==> config.mk <==
export PLATFORM = sky130hd
export DESIGN_NAME = fir_mac_sequencer
export DESIGN_NICKNAME = d
export VERILOG_FILES = /design/src/rtl/fir_mac_sequencer_pkg.sv /design/src/rtl/fir_coeff_addr_decode.sv /design/src/rtl/fir_mac_sequencer.sv
export SDC_FILE = /design/constraint.sdc
export NUM_CORES = 1
export LEC_CHECK = 0
export CAP_MARGIN = 25
export CORE_ASPECT_RATIO = 0.8
export CORE_UTILIZATION = 46
export CTS_CLUSTER_SIZE = 8
export DETAILED_ROUTE_END_ITERATION = 12
export GPL_TIMING_DRIVEN = 1
export HOLD_SLACK_MARGIN = 0.06
export PLACE_DENSITY = 0.79
export SLEW_MARGIN = 20
export SYNTH_ARGS = -nofsm -noshare
export SYNTH_HDL_FRONTEND = slang
export SYNTH_SLANG_ARGS = --single-unit
==> constraint.sdc <==
create_clock -name iClk12M -period 2.05 [get_ports iClk12M]
set_input_delay 0.3075 -clock iClk12M [delete_from_list [all_inputs] [get_ports iClk12M]]
set_output_delay 0.3075 -clock iClk12M [all_outputs]
set_load 0.01 [all_outputs]
==> src/rtl/fir_mac_sequencer_pkg.sv <==
`default_nettype none
// ============================================================================
//  Module   : fir_mac_sequencer_pkg
//  Brief    : Shared constants and state encoding for the FIR MAC sequencer.
//  Revision : 1.0
// ============================================================================
package fir_mac_sequencer_pkg;

   localparam int FIR_SAMPLE_DIV   = 20;
   localparam int FIR_TAPS_PER_MAC = 10;
   localparam int FIR_NUM_BANK     = 4;
   localparam int FIR_DATA_W       = 16;

   // Frame slots, counted in rCnt values within a RUN frame
   localparam int SLOT_RD_FIRST = 1;
   localparam int SLOT_RD_LAST  = 10;
   localparam int SLOT_DELAY    = 13;

   typedef enum logic [1:0] {
      ST_IDLE   = 2'd0,
      ST_UPDATE = 2'd1,
      ST_RUN    = 2'd2
   } state_t;

endpackage
`default_nettype wire

==> src/rtl/fir_coeff_addr_decode.sv <==
`default_nettype none
// ============================================================================
//  Module   : fir_coeff_addr_decode
//  Brief    : Flat tap address 0..39 -> bank chip select (active-low),
//             bank-local address and out-of-range flag. Purely combinational.
//  Revision : 1.0
// ============================================================================
module fir_coeff_addr_decode
   import fir_mac_sequencer_pkg::*;
(
   input  logic [5:0]              iAddr,
   output logic [FIR_NUM_BANK-1:0] oCsn,
   output logic [3:0]              oLocal,
   output logic                    oErr
);

   // Bank offsets 10/20/30 are 10/4/14 modulo 16, so the local address
   // falls out of a 4-bit subtract on the low nibble.
   always_comb begin
      oCsn   = '1;
      oLocal = 4'd0;
      oErr   = 1'b0;
      if (iAddr < 6'd10) begin
         oCsn   = 4'b1110;
         oLocal = iAddr[3:0];
      end else if (iAddr < 6'd20) begin
         oCsn   = 4'b1101;
         oLocal = iAddr[3:0] - 4'd10;
      end else if (iAddr < 6'd30) begin
         oCsn   = 4'b1011;
         oLocal = iAddr[3:0] - 4'd4;
      end else if (iAddr < 6'd40) begin
         oCsn   = 4'b0111;
         oLocal = iAddr[3:0] - 4'd14;
      end else begin
         oErr   = 1'b1;
      end
   end

endmodule
`default_nettype wire

==> src/rtl/fir_mac_sequencer.sv <==
`default_nettype none
// ============================================================================
//  Module   : fir_mac_sequencer
//  Brief    : 600 kHz frame sequencer for the 4-bank FIR MAC datapath and
//             host coefficient-update router. All outputs registered.
//  Revision : 1.0
// ============================================================================
module fir_mac_sequencer
   import fir_mac_sequencer_pkg::*;
#(
   parameter int SAMPLE_DIV   = FIR_SAMPLE_DIV,
   parameter int TAPS_PER_MAC = FIR_TAPS_PER_MAC,
   parameter int DATA_W       = FIR_DATA_W
) (
   input  logic                    iClk12M,
   input  logic                    iRsn,
   input  logic                    iCoeffUpdateFlag,
   input  logic                    iCsnRam,
   input  logic                    iWrnRam,
   input  logic [5:0]              iAddrRam,
   input  logic [DATA_W-1:0]       iWrDtRam,
   output logic [FIR_NUM_BANK-1:0] oCsnRam,
   output logic                    oWrnRam,
   output logic [3:0]              oAddrRam,
   output logic [DATA_W-1:0]       oWrDtRam,
   output logic                    oEnSample600k,
   output logic                    oClrAcc,
   output logic                    oEnMul,
   output logic                    oEnDelay,
   output logic                    oAddrErr,
   output logic                    oBusy
);

   localparam int CNT_W   = $clog2(SAMPLE_DIV);
   localparam int RD_LAST = SLOT_RD_FIRST + TAPS_PER_MAC - 1;

   state_t                  rState, wNextState;
   logic [CNT_W-1:0]        rCnt, wNextCnt;

   logic [FIR_NUM_BANK-1:0] rCsn, wCsn;
   logic                    rWrn, wWrn;
   logic [3:0]              rAddr, wAddr;
   logic [DATA_W-1:0]       rWrDt, wWrDt;
   logic                    rEnSample, wEnSample;
   logic                    rClrAcc, wClrAcc;
   logic                    rEnMul, wEnMul;
   logic                    rEnDelay, wEnDelay;
   logic                    rAddrErr, wAddrErr;

   logic [FIR_NUM_BANK-1:0] wDecCsn;
   logic [3:0]              wDecLocal;
   logic                    wDecErr;

   logic                    wLastSlot, wRdSlot, wMulSlot, wDelaySlot;

   fir_coeff_addr_decode u_addrDecode (
      .iAddr  (iAddrRam),
      .oCsn   (wDecCsn),
      .oLocal (wDecLocal),
      .oErr   (wDecErr)
   );

   assign wLastSlot  = (rCnt == CNT_W'(SAMPLE_DIV - 1));
   assign wRdSlot    = (int'(rCnt) >= SLOT_RD_FIRST) && (int'(rCnt) <= RD_LAST);
   // MAC enable trails the read window by the one-clock RAM latency
   assign wMulSlot   = (int'(rCnt) >= SLOT_RD_FIRST + 1) && (int'(rCnt) <= RD_LAST + 1);
   assign wDelaySlot = (int'(rCnt) == SLOT_DELAY);

   always_comb begin
      wNextState = rState;
      wNextCnt   = rCnt;
      wCsn       = '1;
      wWrn       = 1'b1;
      wAddr      = 4'd0;
      wWrDt      = '0;
      wEnSample  = 1'b0;
      wClrAcc    = 1'b0;
      wEnMul     = 1'b0;
      wEnDelay   = 1'b0;
      wAddrErr   = 1'b0;
      case (rState)
         ST_IDLE: begin
            wNextCnt   = '0;
            wNextState = iCoeffUpdateFlag ? ST_UPDATE : ST_RUN;
         end
         ST_UPDATE: begin
            wNextCnt = '0;
            if (!iCoeffUpdateFlag) wNextState = ST_RUN;
            if (!iCsnRam) begin
               if (!wDecErr) begin
                  wCsn  = wDecCsn;
                  wAddr = wDecLocal;
                  wWrn  = iWrnRam;
                  wWrDt = iWrDtRam;
               end else if (!iWrnRam) begin
                  wAddrErr = 1'b1;
               end
            end
         end
         ST_RUN: begin
            // Mode change only at frame end so a frame is never truncated
            if (wLastSlot) begin
               wNextCnt = '0;
               if (iCoeffUpdateFlag) wNextState = ST_UPDATE;
            end else begin
               wNextCnt = rCnt + 1'b1;
            end
            wEnSample = (rCnt == '0);
            wClrAcc   = (rCnt == '0);
            if (wRdSlot) begin
               wCsn  = '0;
               wAddr = 4'(rCnt - 1'b1);
            end
            wEnMul   = wMulSlot;
            wEnDelay = wDelaySlot;
         end
         default: begin
            wNextState = ST_IDLE;
            wNextCnt   = '0;
         end
      endcase
   end

   always_ff @(posedge iClk12M or negedge iRsn) begin
      if (!iRsn) begin
         rState    <= ST_IDLE;
         rCnt      <= '0;
         rCsn      <= '1;
         rWrn      <= 1'b1;
         rAddr     <= 4'd0;
         rWrDt     <= '0;
         rEnSample <= 1'b0;
         rClrAcc   <= 1'b0;
         rEnMul    <= 1'b0;
         rEnDelay  <= 1'b0;
         rAddrErr  <= 1'b0;
      end else begin
         rState    <= wNextState;
         rCnt      <= wNextCnt;
         rCsn      <= wCsn;
         rWrn      <= wWrn;
         rAddr     <= wAddr;
         rWrDt     <= wWrDt;
         rEnSample <= wEnSample;
         rClrAcc   <= wClrAcc;
         rEnMul    <= wEnMul;
         rEnDelay  <= wEnDelay;
         rAddrErr  <= wAddrErr;
      end
   end

   assign oCsnRam       = rCsn;
   assign oWrnRam       = rWrn;
   assign oAddrRam      = rAddr;
   assign oWrDtRam      = rWrDt;
   assign oEnSample600k = rEnSample;
   assign oClrAcc       = rClrAcc;
   assign oEnMul        = rEnMul;
   assign oEnDelay      = rEnDelay;
   assign oAddrErr      = rAddrErr;
   assign oBusy         = (rState == ST_RUN);

endmodule
`default_nettype wire

==> flow_summary.yaml <==
pwr:
  combPwrFrac: 0.426
  peakVddDrop_mv: 0.674
  seqPwrFrac: 0.353
  netSwitchingFraction: 0.328
  p_clk_frac: 0.221
  intPower_uw: 1850
  power.density_nw_per_um2: 1020
  power_leakage_uw: 0.00120
  power.switching_uw: 901
yosys:
  yosysMostFrequentCell: "dfrtp_1"
  synthFlopType: "dfrtp_1"
  ys_seq_area_frac: 0.486
  synthMuxAreaShare: 0.0215
  ys_async_sr_fraction: 1.00
  yosysWarnings: 0
  yosysTopAreaCell: "dfrtp_1"
  syn_nets: 218
  netlist_top_cells_area: "dfrtp_1 42%, ha_1 8.7%, dfstp_2 7.0%, and2_1 5.4%, inv_1 2.6%"
  netlist_area_um2: 1870
  synth_top_family_by_area: "simple AND/OR/NAND/NOR gates"
  synthCells: 178
  yosys.area.top_type_share: 0.416
  yosysUniqueCellTypes: 49
  syn-mean-instance-area_um2: 10.5
  synthTopCellsByCount: "31 x dfrtp_1, 16 x and2_1, 13 x ha_1, 13 x inv_1, 13 x nor2_1"
  synthAdderAreaFrac: 0.0872
  synthXorXnorAreaFrac: 0.0188
  synth_compound_area_frac: 0.142
  ys_seq_elements: 36
  synth-edff-count: 0
  synthSimpleGateAreaFrac: 0.201
route:
  ant_nets: 0
  vias: 1573
  drt_iter0_markers: 95
  wl_per_cell_um: 13.8
  vias_per_cell: 5.17
  totalWireLength_mm: 4.21
  dr.pass1.iters: 4
  drc_errors: 0
clock_network:
  clk_path_buf_depth: 2
  cts_hold_buf: 0
  numCtsBuffers: 5
  htree_levels: 2
  clk_latency_ns: 0.29
  cts_tree: "built"
  cts.root.buffer_cell: "clkbuf_8"
  clock_sinks: 36
  clk_pin_slew_worst_paths_ns: 0.07
floorplanning:
  io_pins: 58
  die_w_um: 73.2
  start_util: 0.487
  design.core.area_um2: 3830
  die_y_um: 59.0
  rows: 20
  dieArea_um2: 4320
timing:
  hold_viol_final: 0
  rsz0062_at_grt: "false"
  slew_viol_final: 0
  worst_pin_slew_ns: 0.446
  period_share: 0.947
  final.setup.tns_ns: 0
  fmax_mhz: 515
  relSlewSlack: 0.703
  period_minus_slack_ns: 1.94
  finalSetupViolations: 0
  finClkSkew_ns: 0.00367
global_route:
  grt_pass1_vias: 1445
  grt_max_degree: 37
  grt_pass1_wl_mm: 6.95
  antenna_found_initial: 0
  grt_overflow: 0
  grt_usage: 0.219
layout:
  area_growth_pct: 44.4
  design_area_um2: 2690
  drive_above_1_share: 0.116
  fin_util: 0.704
  diodes: 0
  final_nets: 288
worst_setup_path:
  worstPathRequired_ns: 1.74
  cp-end-kind: "output pin"
  criticalPathCategory: "flop to output pin"
  cp_max_fo: 6
  start_kind: "flop"
  crit_arrival_ns: 1.63
status:
  outcome: "complete, no violations"
hold_path:
  min_path_type: "input port to asynchronous set/reset pin"
placed_design:
  placed_cell_area_um2: 2580
  hpwl_mm: 3.18
  io_buffers: 57
  globalplace.congestion: 0.949
run:
  drv_cap: 0
[timing repair]
action / in CTS / in global routing
resized for setup: 0 / 1
setup endpoints to repair: 0 / 1
buffers inserted: 0 / 0
endpoints found under the hold margin: 0 / 0
[metrics by stage]
step / hold slack [ns] / power [uW] / std cells / setup slack (ns)
after floorplan: 0.0119 / 1670 / 178 / 0.419
after global placement: 0.483 / 2130 / 296 / -0.0432
after detailed placement: 0.499 / 2160 / 296 / -0.0772
after CTS: 0.428 / 2780 / 304 / 0.0438
after global routing: 0.466 / 2940 / 304 / 0.0230
final: 0.425 / 2750 / 304 / 0.108
[cells by family after synthesis]
family,count (synthesis)
AND/OR/NAND/NOR,65
AO/OA/AOI/OAI,36
flip-flops,36
buffers and inverters,20
adder cells (fa/ha/maj),13
XOR/XNOR,4
multiplexers,4
[final timing paths]
kind                            from         end  slack, ns  cells after the start
setup / recovery           rState[0]       oBusy       0.11                      3
hold / removal                  iRsn    oAddrErr       0.42                      2
setup reg to reg             rCnt[0]   rState[1]       0.25                      5
hold reg to reg            rState[1]   rState[0]       0.51                      1
max in group asynchronous       iRsn  oCsnRam[3]       1.28                      2
min in group iClk12M       rState[1]   rState[0]       0.51                      1
[layout by cell type, fill, tap and decap left out, types with 2 or more instances in the layout]
cell              n
dfrtp_1          31
o21ai_1           3
o211ai_1          2
xnor2_1           2
xor2_1            2
a31oi_1           2
and3b_1           2
o21ai_0           5
dfstp_2           5
nor2_1           13
buf_4            12
nand2b_1          3
nor2b_1           5
o41ai_1           2
ha_1             12
inv_1            13
and2_1           16
and3_1            2
mux2i_1           4
o31ai_1           2
nand2_1           9
nand3_1           6
clkbuf_8          5
clkdlybuf4s50_1  57
a21oi_1           5
[power groups by stage]
stage                     sequential (uW)  combinational (uW)  clock (uW)
after CTS                             969                1180         631
after global placement                979                1150           0
after global routing                  987                1290         661
after detailed placement              982                1170           0
after floorplan                      1020                 647           0
final                                 969                1170         608
[area by class of cell]
| cell class | count | area, um^2 |
|---|---|---|
| Timing Repair Buffer | 70 | 681 |
| Fill cell | 302 | 1130 |
| Clock buffer | 6 | 72.6 |
| Sequential cell | 36 | 907 |
| Multi-Input combinational cell | 122 | 881 |
| Clock inverter | 2 | 35.0 |
| Inverter | 13 | 48.8 |
| Tap cell | 55 | 68.8 |
[critical path, stage by stage, from the launching register on]
cell,delay (ns)
dfrtp_1,0.44
inv_1,0.12
ha_2,0.23
clkdlybuf4s50_1,0.55
[layer usage]
layer  track usage  part of all wire  vias to the layer above
met2         0.327              0.45                       53
met1         0.298              0.46                      749
li1              -                 -                      764
met5             0                 0                        -
met3        0.0856             0.090                        7
met4        0.0588            0.0088                        0
[sequential cells by signal (all words and copies together) (netlist names)]
signal    flops
rCnt          5
oEnMul        1
oCsnRam       4
oAddrErr      1
oWrnRam       1
oEnDelay      1
rState        2
oAddrRam      4
oClrAcc       1
oWrDtRam     16
Power figures use the tool's default switching activity.
